--- src/rtl/nn_act_pkg.sv ---
// Shared constants and helpers for the activation-function blocks.
package nn_act_pkg;

  localparam int unsigned NREQ = 4;
  localparam int unsigned DW   = 8;
  localparam int unsigned AW   = 4;
  localparam int unsigned FW   = 4;
  localparam int unsigned IDW  = 2;
  // Width of the interpolation sum before saturation.
  localparam int unsigned SW   = DW + FW + 2;

  // Clamp a wide signed value into the DW-bit signed range.
  function automatic logic [DW-1:0] sat_signed(input logic signed [SW-1:0] v);
    logic [DW-1:0] r;
    // In range when all bits from the DW-bit sign position upward agree.
    if ((&v[SW-1:DW-1]) || !(|v[SW-1:DW-1])) begin
      r = v[DW-1:0];
    end else if (v[SW-1]) begin
      r = {1'b1, {(DW-1){1'b0}}};
    end else begin
      r = {1'b0, {(DW-1){1'b1}}};
    end
    return r;
  endfunction

endpackage

--- src/rtl/rr_arbiter.sv ---
// Round-robin arbiter: searches upward from the pointer with wrap-around;
// the pointer moves past the winner whenever a grant is issued.
module rr_arbiter #(
  parameter int unsigned NREQ = 4,
  parameter int unsigned IDW  = 2
) (
  input  logic            clk_i,
  input  logic            rst_i,
  input  logic [NREQ-1:0] req_i,
  input  logic            en_i,
  output logic [NREQ-1:0] grant_o,
  output logic [IDW-1:0]  gidx_o
);

  logic [IDW-1:0] ptr_q, ptr_d;
  logic           found;

  // First requester at or after the pointer wins; grant is masked by en_i.
  always_comb begin
    int unsigned idx;
    idx     = 0;
    found   = 1'b0;
    gidx_o  = '0;
    grant_o = '0;
    for (int unsigned k = 0; k < NREQ; k++) begin
      idx = (32'(ptr_q) + k) % NREQ;
      if (!found && req_i[idx]) begin
        found  = 1'b1;
        gidx_o = IDW'(idx);
      end
    end
    if (en_i && found) begin
      grant_o[gidx_o] = 1'b1;
    end
    ptr_d = ptr_q;
    if (en_i && found) begin
      ptr_d = IDW'((32'(gidx_o) + 1) % NREQ);
    end
  end

  // Pointer register.
  always_ff @(posedge clk_i) begin
    if (rst_i) begin
      ptr_q <= '0;
    end else begin
      ptr_q <= ptr_d;
    end
  end

endmodule

--- src/rtl/sigmoid_lut_scheduler.sv ---
// Shares one sigmoid LUT among NREQ requesters: round-robin grant, stage A
// holds the operand and drives the LUT address, stage B interpolates and
// holds the result until the consumer takes it.
module sigmoid_lut_scheduler
  import nn_act_pkg::*;
#(
  parameter int unsigned NREQ = nn_act_pkg::NREQ,
  parameter int unsigned DW   = nn_act_pkg::DW,
  parameter int unsigned AW   = nn_act_pkg::AW,
  parameter int unsigned FW   = nn_act_pkg::FW,
  parameter int unsigned IDW  = nn_act_pkg::IDW
) (
  input  logic               clk,
  input  logic               rst,
  input  logic [NREQ-1:0]    req_valid,
  input  logic [NREQ*DW-1:0] req_x,
  output logic [NREQ-1:0]    req_ready,
  output logic [AW-1:0]      lut_address,
  input  logic [DW-1:0]      lut_base,
  input  logic [DW-1:0]      lut_next_data,
  output logic               rsp_valid,
  input  logic               rsp_ready,
  output logic [IDW-1:0]     rsp_id,
  output logic [DW-1:0]      rsp_y,
  output logic               idle
);

  localparam int unsigned PW = DW + FW + 2;

  logic            va_q, va_d;
  logic [IDW-1:0]  ida_q, ida_d;
  logic [AW-1:0]   addra_q, addra_d;
  logic [FW-1:0]   fraca_q, fraca_d;
  logic            rsp_valid_q, rsp_valid_d;
  logic [IDW-1:0]  rsp_id_q, rsp_id_d;
  logic [DW-1:0]   rsp_y_q, rsp_y_d;

  logic            adv_a, adv_b, hs;
  logic [IDW-1:0]  gidx;
  logic [DW-1:0]   x_sel;

  logic signed [DW:0]   diff;
  logic signed [PW-1:0] diff_ext, frac_ext, base_ext, prod, sum;
  logic [DW-1:0]        y_sat;

  assign adv_b = !rsp_valid_q || rsp_ready;
  assign adv_a = !va_q || adv_b;
  assign hs    = |req_ready;
  assign x_sel = req_x[gidx*DW +: DW];

  rr_arbiter #(
    .NREQ (NREQ),
    .IDW  (IDW)
  ) u_arb (
    .clk_i   (clk),
    .rst_i   (rst),
    .req_i   (req_valid),
    .en_i    (adv_a),
    .grant_o (req_ready),
    .gidx_o  (gidx)
  );

  // Linear interpolation between base and next, floored, then saturated.
  always_comb begin
    diff     = $signed({lut_next_data[DW-1], lut_next_data}) - $signed({lut_base[DW-1], lut_base});
    diff_ext = {{(PW-DW-1){diff[DW]}}, diff};
    frac_ext = $signed({{(PW-FW){1'b0}}, fraca_q});
    base_ext = $signed({{(PW-DW){lut_base[DW-1]}}, lut_base});
    prod     = diff_ext * frac_ext;
    sum      = base_ext + (prod >>> FW);
    y_sat    = sat_signed(sum);
  end

  // Stage A next state: load on handshake, empty when advancing without one.
  always_comb begin
    va_d    = va_q;
    ida_d   = ida_q;
    addra_d = addra_q;
    fraca_d = fraca_q;
    if (adv_a) begin
      va_d = hs;
      if (hs) begin
        ida_d   = gidx;
        addra_d = x_sel[DW-1:FW];
        fraca_d = x_sel[FW-1:0];
      end
    end
  end

  // Stage B next state: result only overwritten when the slot frees up.
  always_comb begin
    rsp_valid_d = rsp_valid_q;
    rsp_id_d    = rsp_id_q;
    rsp_y_d     = rsp_y_q;
    if (adv_b) begin
      rsp_valid_d = va_q;
      if (va_q) begin
        rsp_id_d = ida_q;
        rsp_y_d  = y_sat;
      end
    end
  end

  // Pipeline registers.
  always_ff @(posedge clk) begin
    if (rst) begin
      va_q        <= 1'b0;
      ida_q       <= '0;
      addra_q     <= '0;
      fraca_q     <= '0;
      rsp_valid_q <= 1'b0;
      rsp_id_q    <= '0;
      rsp_y_q     <= '0;
    end else begin
      va_q        <= va_d;
      ida_q       <= ida_d;
      addra_q     <= addra_d;
      fraca_q     <= fraca_d;
      rsp_valid_q <= rsp_valid_d;
      rsp_id_q    <= rsp_id_d;
      rsp_y_q     <= rsp_y_d;
    end
  end

  assign lut_address = addra_q;
  assign rsp_valid   = rsp_valid_q;
  assign rsp_id      = rsp_id_q;
  assign rsp_y       = rsp_y_q;
  assign idle        = !va_q && !rsp_valid_q;

endmodule

--- config.mk ---
export PLATFORM = sky130hd
export DESIGN_NAME = sigmoid_lut_scheduler
export DESIGN_NICKNAME = d
export VERILOG_FILES = /design/src/rtl/nn_act_pkg.sv /design/src/rtl/rr_arbiter.sv /design/src/rtl/sigmoid_lut_scheduler.sv
export SDC_FILE = /design/constraint.sdc
export NUM_CORES = 1
export LEC_CHECK = 0
export CORE_AREA = 2 2 104 106
export CTS_CLUSTER_SIZE = 40
export DETAILED_ROUTE_END_ITERATION = 12
export DIE_AREA = 0 0 106 108
export SLEW_MARGIN = 20
export SYNTH_ARGS = -nofsm -noshare
export SYNTH_HDL_FRONTEND = slang
export SYNTH_HIERARCHICAL = 1
export SYNTH_SLANG_ARGS = --single-unit
--- constraint.sdc ---
create_clock -name clk -period 10.9 [get_ports clk]
set_clock_uncertainty 0.2 [all_clocks]
set_input_delay 1.09 -clock clk [delete_from_list [all_inputs] [get_ports clk]]
set_output_delay 1.09 -clock clk [all_outputs]
set_load 0.02 [all_outputs]
Word-level counts from Yosys, hierarchy flattened
Cells that the tools add are included.
{ "classes": {"n_mul": 1, "order_cmp": 6, "add_sub_neg": 6, "n_reduce_logical": 20, "shift": 1, "n_mux": 21} }
{ "ops": {"columns": ["operator", "count"], "rows": [
  ["32-bit by 6-bit variable part select with 8-bit output", 1],
  ["8-bit 2-to-1 mux", 2],
  ["2-bit by 3-bit less-than comparator with 1-bit output, second input constant", 5],
  ["9-bit by 5-bit multiplier with 14-bit output", 1],
  ["8-bit by 10-bit adder with 11-bit output", 1],
  ["1-bit 2-to-1 mux", 9],
  ["8-bit by 8-bit subtractor with 9-bit output", 1],
  ["1-bit binary-select mux with 2-bit select", 4],
  ["2-bit 2-to-1 mux", 4],
  ["7-bit AND reduction", 1],
  ["7-bit OR reduction", 1],
  ["1-bit logical AND", 6],
  ["1-bit zero test", 6],
  ["2-bit by 1-bit adder with 2-bit output, second input constant", 2],
  ["2-bit adder, second input constant", 2],
  ["4-bit 2-to-1 mux", 1],
  ["2-bit AND reduction", 2],
  ["4-bit OR reduction", 1],
  ["1-bit logical OR", 3],
  ["1-bit demux with 2-bit select", 1],
  ["2-bit by 1-bit >= comparator with 1-bit output, second input constant", 1]
]} }
{ "totals": {"word_cells": 63, "ff_bits": 24} }

Longest topological paths before layout
Gate-level depths: netlist of the first run.
{ "depth": {"word_depth": 19, "depth_mapped": 31, "mapped_depth_nobuf": 31} }

Cells and area by module
The synthesis of the first run kept the hierarchy.
{ "modules_own_cells": {"columns": ["module", "instances", "area_per_inst_um2", "cells_each", "seq_area_each_um2"], "rows": [
  ["sigmoid_lut_scheduler", 1, 3249.4, 390, 440.4],
  ["rr_arbiter", 1, 270.3, 32, 40.0]
]} }

Least setup slack after synthesis of the first run
Ideal clock, no wire load.
{ "synth_path": {"path_kind": "input-to-reg", "start": "input lut_next_data[0]", "end": "register rsp_y_q[0] (netlist: rsp_y[0])", "t_arrival_ns": 7.051, "setup_time_ns": 0.078, "path_slack_ns": 3.572, "cell_stages": 28, "path_buffers": 0, "t_required_ns": 10.622, "path_cell_list": "inv_1 > ha_1 > fa_1 > xnor2_1 > and2_1 > ha_1 > inv_1 > fa_1 > fa_1 > inv_1 > ha_1 > a21oi_1 > o41ai_2 > a2111o_1 > a31oi_2 > nor2_1 > a211oi_2 > o21bai_1 > xor2_1 > ha_1 > and3b_1 > a211o_1 > a211oi_2 > nand3_1 > or3_1 > o311ai_4 > a21oi_1 > nor3_1"} }
{ "synth_via": {"elab_chain_len": 7} }
{ "synth_lines": {"columns": ["item", "line", "source"], "rows": [
  ["start: declaration", "sigmoid_lut_scheduler.sv:20", "input logic [DW-1:0] lut_next_data,"],
  ["8-bit by 8-bit subtractor with 9-bit output *", "sigmoid_lut_scheduler.sv:65", "diff = $signed({lut_next_data[DW-1], lut_next_data}) - $signed({lut_base[DW-1], lut_base});"],
  ["9-bit by 5-bit multiplier with 14-bit output *", "sigmoid_lut_scheduler.sv:69", "prod = diff_ext * frac_ext;"],
  ["8-bit by 10-bit adder with 11-bit output *", "sigmoid_lut_scheduler.sv:70", "sum = base_ext + (prod >>> FW);"],
  ["7-bit OR reduction", "nn_act_pkg.sv:16", "if ((&v[SW-1:DW-1]) || !(|v[SW-1:DW-1])) begin"],
  ["1-bit zero test", "nn_act_pkg.sv:16", null],
  ["1-bit logical OR", "nn_act_pkg.sv:16", null],
  ["8-bit 2-to-1 mux *", "nn_act_pkg.sv:16", null],
  ["end signal: assignment", "sigmoid_lut_scheduler.sv:121", "rsp_y_q <= rsp_y_d;"],
  ["end: declaration", "sigmoid_lut_scheduler.sv:36", "logic [DW-1:0] rsp_y_q, rsp_y_d;"]
]} }
Mark *: on every way between the ends. The rest lies on a longest branch, timed or not.
A chain may end at the register's enable or synchronous reset.

Worst setup path in the final report of the first run
{ "layout_path": {"start": "input lut_base[1]", "end": "register rsp_y_q[0] (netlist: rsp_y[0])"} }
{ "layout_via": {"elab_chain_len": 7} }
{ "layout_lines": {"columns": ["item", "line", "source"], "rows": [
  ["start: declaration", "sigmoid_lut_scheduler.sv:19", "input logic [DW-1:0] lut_base,"],
  ["8-bit by 8-bit subtractor with 9-bit output", "sigmoid_lut_scheduler.sv:65", null],
  ["9-bit by 5-bit multiplier with 14-bit output", "sigmoid_lut_scheduler.sv:69", null],
  ["8-bit by 10-bit adder with 11-bit output *", "sigmoid_lut_scheduler.sv:70", null],
  ["7-bit OR reduction", "nn_act_pkg.sv:16", null],
  ["1-bit zero test", "nn_act_pkg.sv:16", null],
  ["1-bit logical OR", "nn_act_pkg.sv:16", null],
  ["8-bit 2-to-1 mux *", "nn_act_pkg.sv:16", null]
]} }
Marks and branches as above.

==> results of run 1 <==
==> cell usage in the layout, fill, tap and decap left out, types with 11 or more instances in the layout <==
| master | n |
|---|---|
| sky130_fd_sc_hd__and2_1 | 19 |
| sky130_fd_sc_hd__nor2_1 | 29 |
| sky130_fd_sc_hd__nand2_1 | 37 |
| sky130_fd_sc_hd__dfxtp_1 | 24 |
| sky130_fd_sc_hd__a21oi_1 | 38 |
| sky130_fd_sc_hd__clkdlybuf4s50_1 | 74 |
| sky130_fd_sc_hd__fa_1 | 20 |
| sky130_fd_sc_hd__inv_1 | 61 |
| sky130_fd_sc_hd__nor2b_1 | 14 |
| sky130_fd_sc_hd__nand2b_1 | 11 |
| sky130_fd_sc_hd__ha_1 | 46 |
| sky130_fd_sc_hd__xnor2_1 | 15 |
==> stage by stage <==
stage | std cells | power, mW | hold slack, ns | instance area (um^2)
floorplan | 422 | 0.767 | 0.236 | 3520
detailed placement | 623 | 0.960 | 0.248 | 4400
CTS | 627 | 1.05 | 0.261 | 4470
global route | 627 | 1.15 | 0.272 | 4470
global placement | 623 | 0.950 | 0.243 | 4400
finish | 627 | 1.03 | 0.258 | 4470
==> flip-flops by register name (all words and copies together), names as in the netlist <==
register	cells
rsp_y	8
fraca_q	4
lut_address	4
ida_q	2
rsp_id	2
u_arb/ptr_q	2
rsp_valid	1
va_q	1
==> worst min-delay path: cells and delay by family (launching register included) <==
family	cells	cell delay [ns]
flip-flops	1	0.31
AND/OR/NAND/NOR	1	0.05
AO/OA/AOI/OAI	1	0.05
==> per-layer routing <==
metal,global-route usage (%),vias up
li1,-,1551
met1,17.8,1405
met2,25.2,73
met3,2.89,7
met4,2.26,0
met5,0,-
==> layout make-up <==
class	count	area [um^2]	share of cell area [%]
clock inverter	1	30.0	0.672
sequential	24	480	10.8
timing repair buffer	76	756	16.9
inverter	63	236	5.29
clock buffer	3	41.3	0.924
tap	136	170	3.81
multi-input combinational	324	2750	61.6
==> cells by family (layout without fill, tap and decap cells) <==
logic type / after synthesis / after routing / share of synthesized area, %
fa+ha+maj: 66 / 66 / 27.7
buf+inv: 74 / 143 / 8.14
simple gates: 139 / 139 / 21.3
xor+xnor: 23 / 23 / 5.72
flops: 24 / 24 / 13.7
mux: 18 / 18 / 8.03
compound gates: 78 / 78 / 15.4
==> worst paths after layout <==
path	from	end
setup / recovery	lut_base[1]	rsp_y[0]$_SDFFE_PP0P_
hold / removal	lut_address[3]$_SDFFE_PP0P_	lut_address[3]$_SDFFE_PP0P_
setup reg to reg	fraca_q[2]$_SDFFE_PP0P_	rsp_y[0]$_SDFFE_PP0P_
hold reg to reg	lut_address[3]$_SDFFE_PP0P_	lut_address[3]$_SDFFE_PP0P_
==> power by group <==
group          switching, mW  internal [mW]
Sequential            0.0277          0.115
Combinational          0.442          0.365
Clock                 0.0311         0.0492
==> PnR_summary.wiki, run 1 <==
{| class="wikitable"
! Metric !! Value
|-
| Run status || completed
|-
| Met3 WL || 484 um
|-
| # nets final || 613
|-
| Power per cell area || 231 nW/um^2
|-
| Antenna diode count || 0
|-
| Via density per instance || 4.84
|-
| Largest net degree at the start of global routing || 26
|-
| Clock input transition at the sequential cells of the worst setup and hold paths || 0.10 ns
|-
| Actual transition at the worst max-transition pin || 0.906 ns
|-
| Count of flip-flops with a built-in enable after synthesis || 0
|-
| Cts-stage hold buffer count || 0
|-
| Cell repeated most along the worst path || sky130_fd_sc_hd__ha_1
|-
| Via count of the first global-routing pass || 3044
|-
| Routed met2 length || 3600 um
|-
| Final number of max-transition violations || 0
|-
| Summed instance area of the synthesized netlist || 3520 um^2
|-
| Count of cell instances traversed by the critical path || 31
|-
| Peak per-stage delay on the critical path || 0.60 ns
|-
| Detailed router's first-iteration violation count || 71
|-
| Crit share post-route || 74.5%
|-
| Post-synth ARST share || 0%
|-
| Cts repair resizes || 0
|-
| Antenna Nets Post-Route || 0
|-
| Post-synthesis net count || 543
|-
| Data arrival time at the worst-slack endpoint || 8.13 ns
|-
| # clock sinks || 24
|-
| Routability Congestion || 0.857
|-
| Clk buf depth || 2
|-
| Mean instance size in the synthesized netlist || 8.34 um^2
|-
| Core Rows || 37
|-
| Starting density of the core || 34.4%
|-
| First-pass iteration count of the detailed router || 4
|-
| Count of state elements after synthesis || 24
|-
| Critical setup path kind || primary input to flop
|-
| Cell family contributing the most delay on the critical path || compound AO/OA/AOI/OAI gates
|-
| Via count || 3036
|-
| Final HPWL DP || 6680 um
|-
| Overall global routing resource usage || 14.1%
|-
| Number of unique standard cell types used by synthesis || 54
|-
| Width of the chip || 106 um
|-
| Die Ht || 108 um
|-
| Maximum clock frequency || 0.123 GHz
|-
| Setup bufs post-CTS || 0
|-
| Count of maximum capacitance violations || 0
|-
| Most instantiated flip-flop cell in the synthesis netlist || sky130_fd_sc_hd__dfxtp_1
|-
| Tightest Hold Check Type || flop to flop
|-
| GR Overflow Total || 0
|-
| Area share of the largest cell type after synthesis || 16.4%
|-
| Gate Count Post-Synth || 422
|-
| Number of cells traversed by the worst hold path || 2
|-
| Dominant cell type by area after synthesis || sky130_fd_sc_hd__ha_1
|-
| Cell types with the highest counts after synthesis || 61 x sky130_fd_sc_hd__inv_1, 46 x sky130_fd_sc_hd__ha_1, 38 x sky130_fd_sc_hd__a21oi_1, 37 x sky130_fd_sc_hd__nand2_1, 29 x sky130_fd_sc_hd__nor2_1
|-
| Area delta synth->final || 26.9%
|-
| Crit path max fanout || 9
|-
| Main area contributors after synthesis || sky130_fd_sc_hd__ha_1 16%, sky130_fd_sc_hd__dfxtp_1 14%, sky130_fd_sc_hd__fa_1 11%
|-
| Worst slack at placement || 2.47 ns
|-
| Setup-failing EPs final || 0
|-
| Count of buffers inserted at the top-level ports || 74
|-
| CTS Buf Count || 3
|-
| Proportion of layout cells with a drive suffix above 1 || 7.33%
|-
| Peak VDD IR || 98.9 uV
|-
| H-Tree Level Count || 1
|-
| Top layer reached by signal wires || met4
|-
| Most frequent cell after synthesis || sky130_fd_sc_hd__inv_1
|-
| Hold violation total from the final report || 0
|-
| Startpoint type of the worst setup path || primary input
|-
| Warnings, synthesis || 6
|-
| Global-route wire length before repair || 13400 um
|-
| Slew HR || 39.5%
|-
| Core Footprint || 10200 um^2
|-
| Cell with the largest stage delay on the worst path || sky130_fd_sc_hd__clkdlybuf4s50_1
|-
| WL per Instance || 12.3 um
|-
| Count of buffer and inverter cells on the critical path || 4
|-
| Utilization of the core after routing || 43.7%
|-
| Sequential share of the synthesized area || 13.7%
|-
| Leak || 2.09 nW
|-
| Type of destination of the critical path || flop
|-
| Required @ worst endpoint || 10.91 ns
|-
| Initial antenna violation count || 0
|-
| WL final || 7720 um
|-
| Metal1 wirelength || 3580 um
|-
| TNS Setup || 0 ns
|-
| RSZ-0062 raised after global routing || no
|-
| Clock root buffer || sky130_fd_sc_hd__clkbuf_8
|-
| Number of fillers in the final layout || 1037
|-
| Count of pins on the block boundary || 75
|-
| Clk_lat worst skew || 0.28 ns
|-
| Setup slack of the worst register-to-register path || 4.51 ns
|-
| Worst path setup slack after routing || 2.78 ns
|-
| Detailed-route DRC error count || 0
|-
| Clock period minus final worst setup slack || 8.12 ns
|-
| Reg2Reg Depth || 24
|-
| TritonCTS clock tree || done
|-
| Floorplan die area || 11400 um^2
|}
(Power assumes the default switching activity.)
==> run 2: changes to the inputs <==
==> constraint.sdc (replaced) <==
create_clock -name clk -period 6.95 [get_ports clk]
set_clock_uncertainty 0.2 [all_clocks]
set_input_delay 0.695 -clock clk [delete_from_list [all_inputs] [get_ports clk]]
set_output_delay 0.695 -clock clk [all_outputs]
set_load 0.02 [all_outputs]
==> run 2 against run 1 <==
Effect of this change: global-route usage up 1.2 points; critical path type unchanged; largest cell class unchanged; clock-buffer cell count unchanged; total power up 98%.
==> PnR_summary.wiki, run 2 (synthesized netlist as in run 1, its figures left out) <==
{| class="wikitable"
! Metric !! Value
|-
| Total power || 2.04 mW
|-
| Area delta synth->final || 50.2%
|-
| Actual transition at the worst max-transition pin || 0.717 ns
|-
| Setup-failing EPs final || 0
|-
| Detailed-route DRC error count || 0
|-
| Crit path max fanout || 6
|-
| Floorplan die area || 11400 um^2
|-
| Hold violation total from the final report || 0
|-
| Width of the chip || 106 um
|-
| Clk_lat worst skew || 0.27 ns
|-
| Most common cell after layout, fill and taps aside || sky130_fd_sc_hd__clkdlybuf4s50_1
|-
| Commonest non-fill, non-tap cells in the layout || 67 x sky130_fd_sc_hd__clkdlybuf4s50_1, 63 x sky130_fd_sc_hd__buf_4, 54 x sky130_fd_sc_hd__inv_1, 34 x sky130_fd_sc_hd__nand2_1, 34 x sky130_fd_sc_hd__ha_1
|-
| Global-route wire length before repair || 14600 um
|-
| Number of instances in the placed design || 678
|-
| Detailed router's first-iteration violation count || 74
|-
| Tightest Hold Check Type || flop to flop
|-
| RSZ-0062 raised after global routing || yes
|-
| Share of total power in sequential cells || 11.0%
|-
| Combinational group share of total power || 82.8%
|-
| Overall global routing resource usage || 15.3%
|-
| WL per Instance || 12.5 um
|-
| Sw Share || 45.4%
|-
| Count of pins on the block boundary || 75
|-
| Run status || completed
|-
| Count of buffer and inverter cells on the critical path || 9
|-
| # clock sinks || 24
|-
| Core Rows || 37
|-
| Number of non-filler instances in the completed layout || 692
|-
| Proportion of layout cells with a drive suffix above 1 || 28.2%
|-
| Power per cell area || 385 nW/um^2
|-
| Maximum clock frequency || 0.147 GHz
|-
| WL final || 8650 um
|-
| Antenna Nets Post-Route || 0
|-
| Final number of max-transition violations || 0
|-
| # nets final || 678
|-
| Cell family contributing the most delay on the critical path || adder cells
|-
| Via density per instance || 4.88
|-
| Reg area || 480 um^2
|-
| Clock period minus final worst setup slack || 6.81 ns
|-
| CTS Buf Count || 3
|-
| Core Footprint || 10200 um^2
|-
| Starting density of the core || 34.4%
|-
| Cell with the largest stage delay on the worst path || sky130_fd_sc_hd__clkdlybuf4s50_1
|-
| Clock input transition at the sequential cells of the worst setup and hold paths || 0.10 ns
|-
| Data arrival time at the worst-slack endpoint || 6.82 ns
|-
| Clk buf depth || 2
|-
| Via count of the first global-routing pass || 3393
|-
| Initial antenna violation count || 0
|-
| Post-Layout Inst Area || 5290 um^2
|-
| Required @ worst endpoint || 6.96 ns
|-
| Share of power burned in the clock network || 6.2%
|-
| Type of destination of the critical path || flop
|-
| TritonCTS clock tree || done
|-
| First-pass iteration count of the detailed router || 4
|-
| Number of fillers in the final layout || 968
|-
| Startpoint type of the worst setup path || primary input
|-
| Crit share post-route || 98.0%
|-
| Via count || 3380
|-
| Leak || 2.46 nW
|-
| Slew HR || 52.2%
|-
| Critical setup path kind || primary input to flop
|-
| Routability Congestion || 0.906
|-
| Placed standard-cell area || 4810 um^2
|-
| Largest net degree at the start of global routing || 26
|-
| Peak VDD IR || 165 uV
|-
| GR Overflow Total || 0
|-
| Number of flip-flops under the largest register name || 8
|-
| Peak per-stage delay on the critical path || 0.52 ns
|-
| H-Tree Level Count || 1
|-
| Count of buffers inserted at the top-level ports || 74
|-
| TNS Setup || 0 ns
|-
| Antenna diode count || 0
|-
| Die Ht || 108 um
|-
| Int Pwr || 1.11 mW
|-
| Final HPWL DP || 7120 um
|-
| Multi-input logic area || 3070 um^2
|-
| Clock root buffer || sky130_fd_sc_hd__clkbuf_8
|-
| P_sw || 0.925 mW
|-
| Count of maximum capacitance violations || 0
|}
==> run 2: cell types whose count changed in the layout (fill, tap and decap cells not counted), sizes merged <==
cell	change
dlymetal6s2s	+1
clkbuf	+2
dlygate4sd2	+2
clkdlybuf4s50	-7
buf	+67
==> run 2: what timing repair did <==
action,in CTS,in global routing
pin swaps,42,40
endpoints found under the setup margin,8,7
setup buffers,6,4
endpoints found under the hold margin,0,0
gates resized for setup,45,45
hold buffers,0,0
==> run 2: worst paths after layout <==
check | start | endpoint | slack, ns | cells after the start
hold reg to reg | ida_q[0]$_SDFFE_PP0P_ | ida_q[0]$_SDFFE_PP0P_ | 0.26 | 2
setup / recovery | lut_base[4] | rsp_y[5]$_SDFFE_PP0P_ | 0.14 | 30
setup reg to reg | fraca_q[2]$_SDFFE_PP0P_ | rsp_y[5]$_SDFFE_PP0P_ | 0.90 | 25
hold / removal | ida_q[0]$_SDFFE_PP0P_ | ida_q[0]$_SDFFE_PP0P_ | 0.26 | 2
==> run 2: final cells by class <==
| type | instances | area share [%] |
|---|---|---|
| Clock buffer | 3 | 0.781 |
| Clock inverter | 1 | 0.568 |
| Inverter | 63 | 4.52 |
| Multi-Input combinational cell | 324 | 58.1 |
| Sequential cell | 24 | 9.09 |
| Tap cell | 136 | 3.22 |
| Timing Repair Buffer | 141 | 23.7 |
==> run 2: power by group through the flow <==
stage | Combinational, mW | Clock (mW) | Sequential, mW
2_1_floorplan | 0.961 | 0 | 0.243
3_3_place_gp | 1.46 | 0 | 0.226
3_5_place_dp | 1.48 | 0 | 0.228
4_1_cts | 1.61 | 0.128 | 0.225
5_1_grt | 1.87 | 0.134 | 0.233
6_report | 1.69 | 0.125 | 0.225
==> run 2: layer usage <==
layer,vias up,part of all wire [%],track usage (%)
li1,1678,-,-
met1,1613,42,17.9
met2,79,51,29.7
met3,10,5.9,2.89
met4,0,1.1,1.97
met5,-,0,0
==> run 2: worst register-to-register path: stages (launching register included) <==
cell and delay, ns:
sky130_fd_sc_hd__dfxtp_1 0.58, sky130_fd_sc_hd__and2_1 0.20, sky130_fd_sc_hd__ha_1 0.23, sky130_fd_sc_hd__inv_2 0.06, sky130_fd_sc_hd__fa_1 0.43, sky130_fd_sc_hd__fa_1 0.51, sky130_fd_sc_hd__inv_1 0.06, sky130_fd_sc_hd__ha_4 0.25
sky130_fd_sc_hd__a21oi_2 0.15, sky130_fd_sc_hd__o41ai_2 0.10, sky130_fd_sc_hd__a2111o_1 0.45, sky130_fd_sc_hd__a31oi_2 0.16, sky130_fd_sc_hd__nor2_1 0.08, sky130_fd_sc_hd__a211oi_2 0.23, sky130_fd_sc_hd__o21bai_1 0.10, sky130_fd_sc_hd__xor2_1 0.16
sky130_fd_sc_hd__ha_1 0.37, sky130_fd_sc_hd__and3b_1 0.20, sky130_fd_sc_hd__a211o_1 0.28, sky130_fd_sc_hd__a211oi_2 0.25, sky130_fd_sc_hd__nand3_2 0.14, sky130_fd_sc_hd__a2bb2oi_2 0.19, sky130_fd_sc_hd__o311ai_4 0.26, sky130_fd_sc_hd__buf_6 0.18
sky130_fd_sc_hd__a21oi_4 0.05, sky130_fd_sc_hd__nor3_2 0.13
==> run 2: stage by stage <==
stage	utilization (%)	worst slack [ns]	hold slack (ns)
6_report	51.7	0.142	0.257
4_1_cts	49.9	0.00201	0.261
2_1_floorplan	-	0.0165	0.236
5_1_grt	51.7	-0.242	0.285
3_3_place_gp	47.0	-0.664	0.243
3_5_place_dp	47.0	-0.744	0.249
==> run 3: changes to the inputs <==
--- a/config.mk
+++ b/config.mk
@@ -5,6 +5,7 @@
 export SDC_FILE = /design/constraint.sdc
 export NUM_CORES = 1
 export LEC_CHECK = 0
+export CAP_MARGIN = 25
 export CORE_AREA = 2 2 104 106
 export CTS_CLUSTER_SIZE = 40
 export DETAILED_ROUTE_END_ITERATION = 12
==> results of run 3 <==
The final DEF is identical to that of run 2; final timing and power are the same.
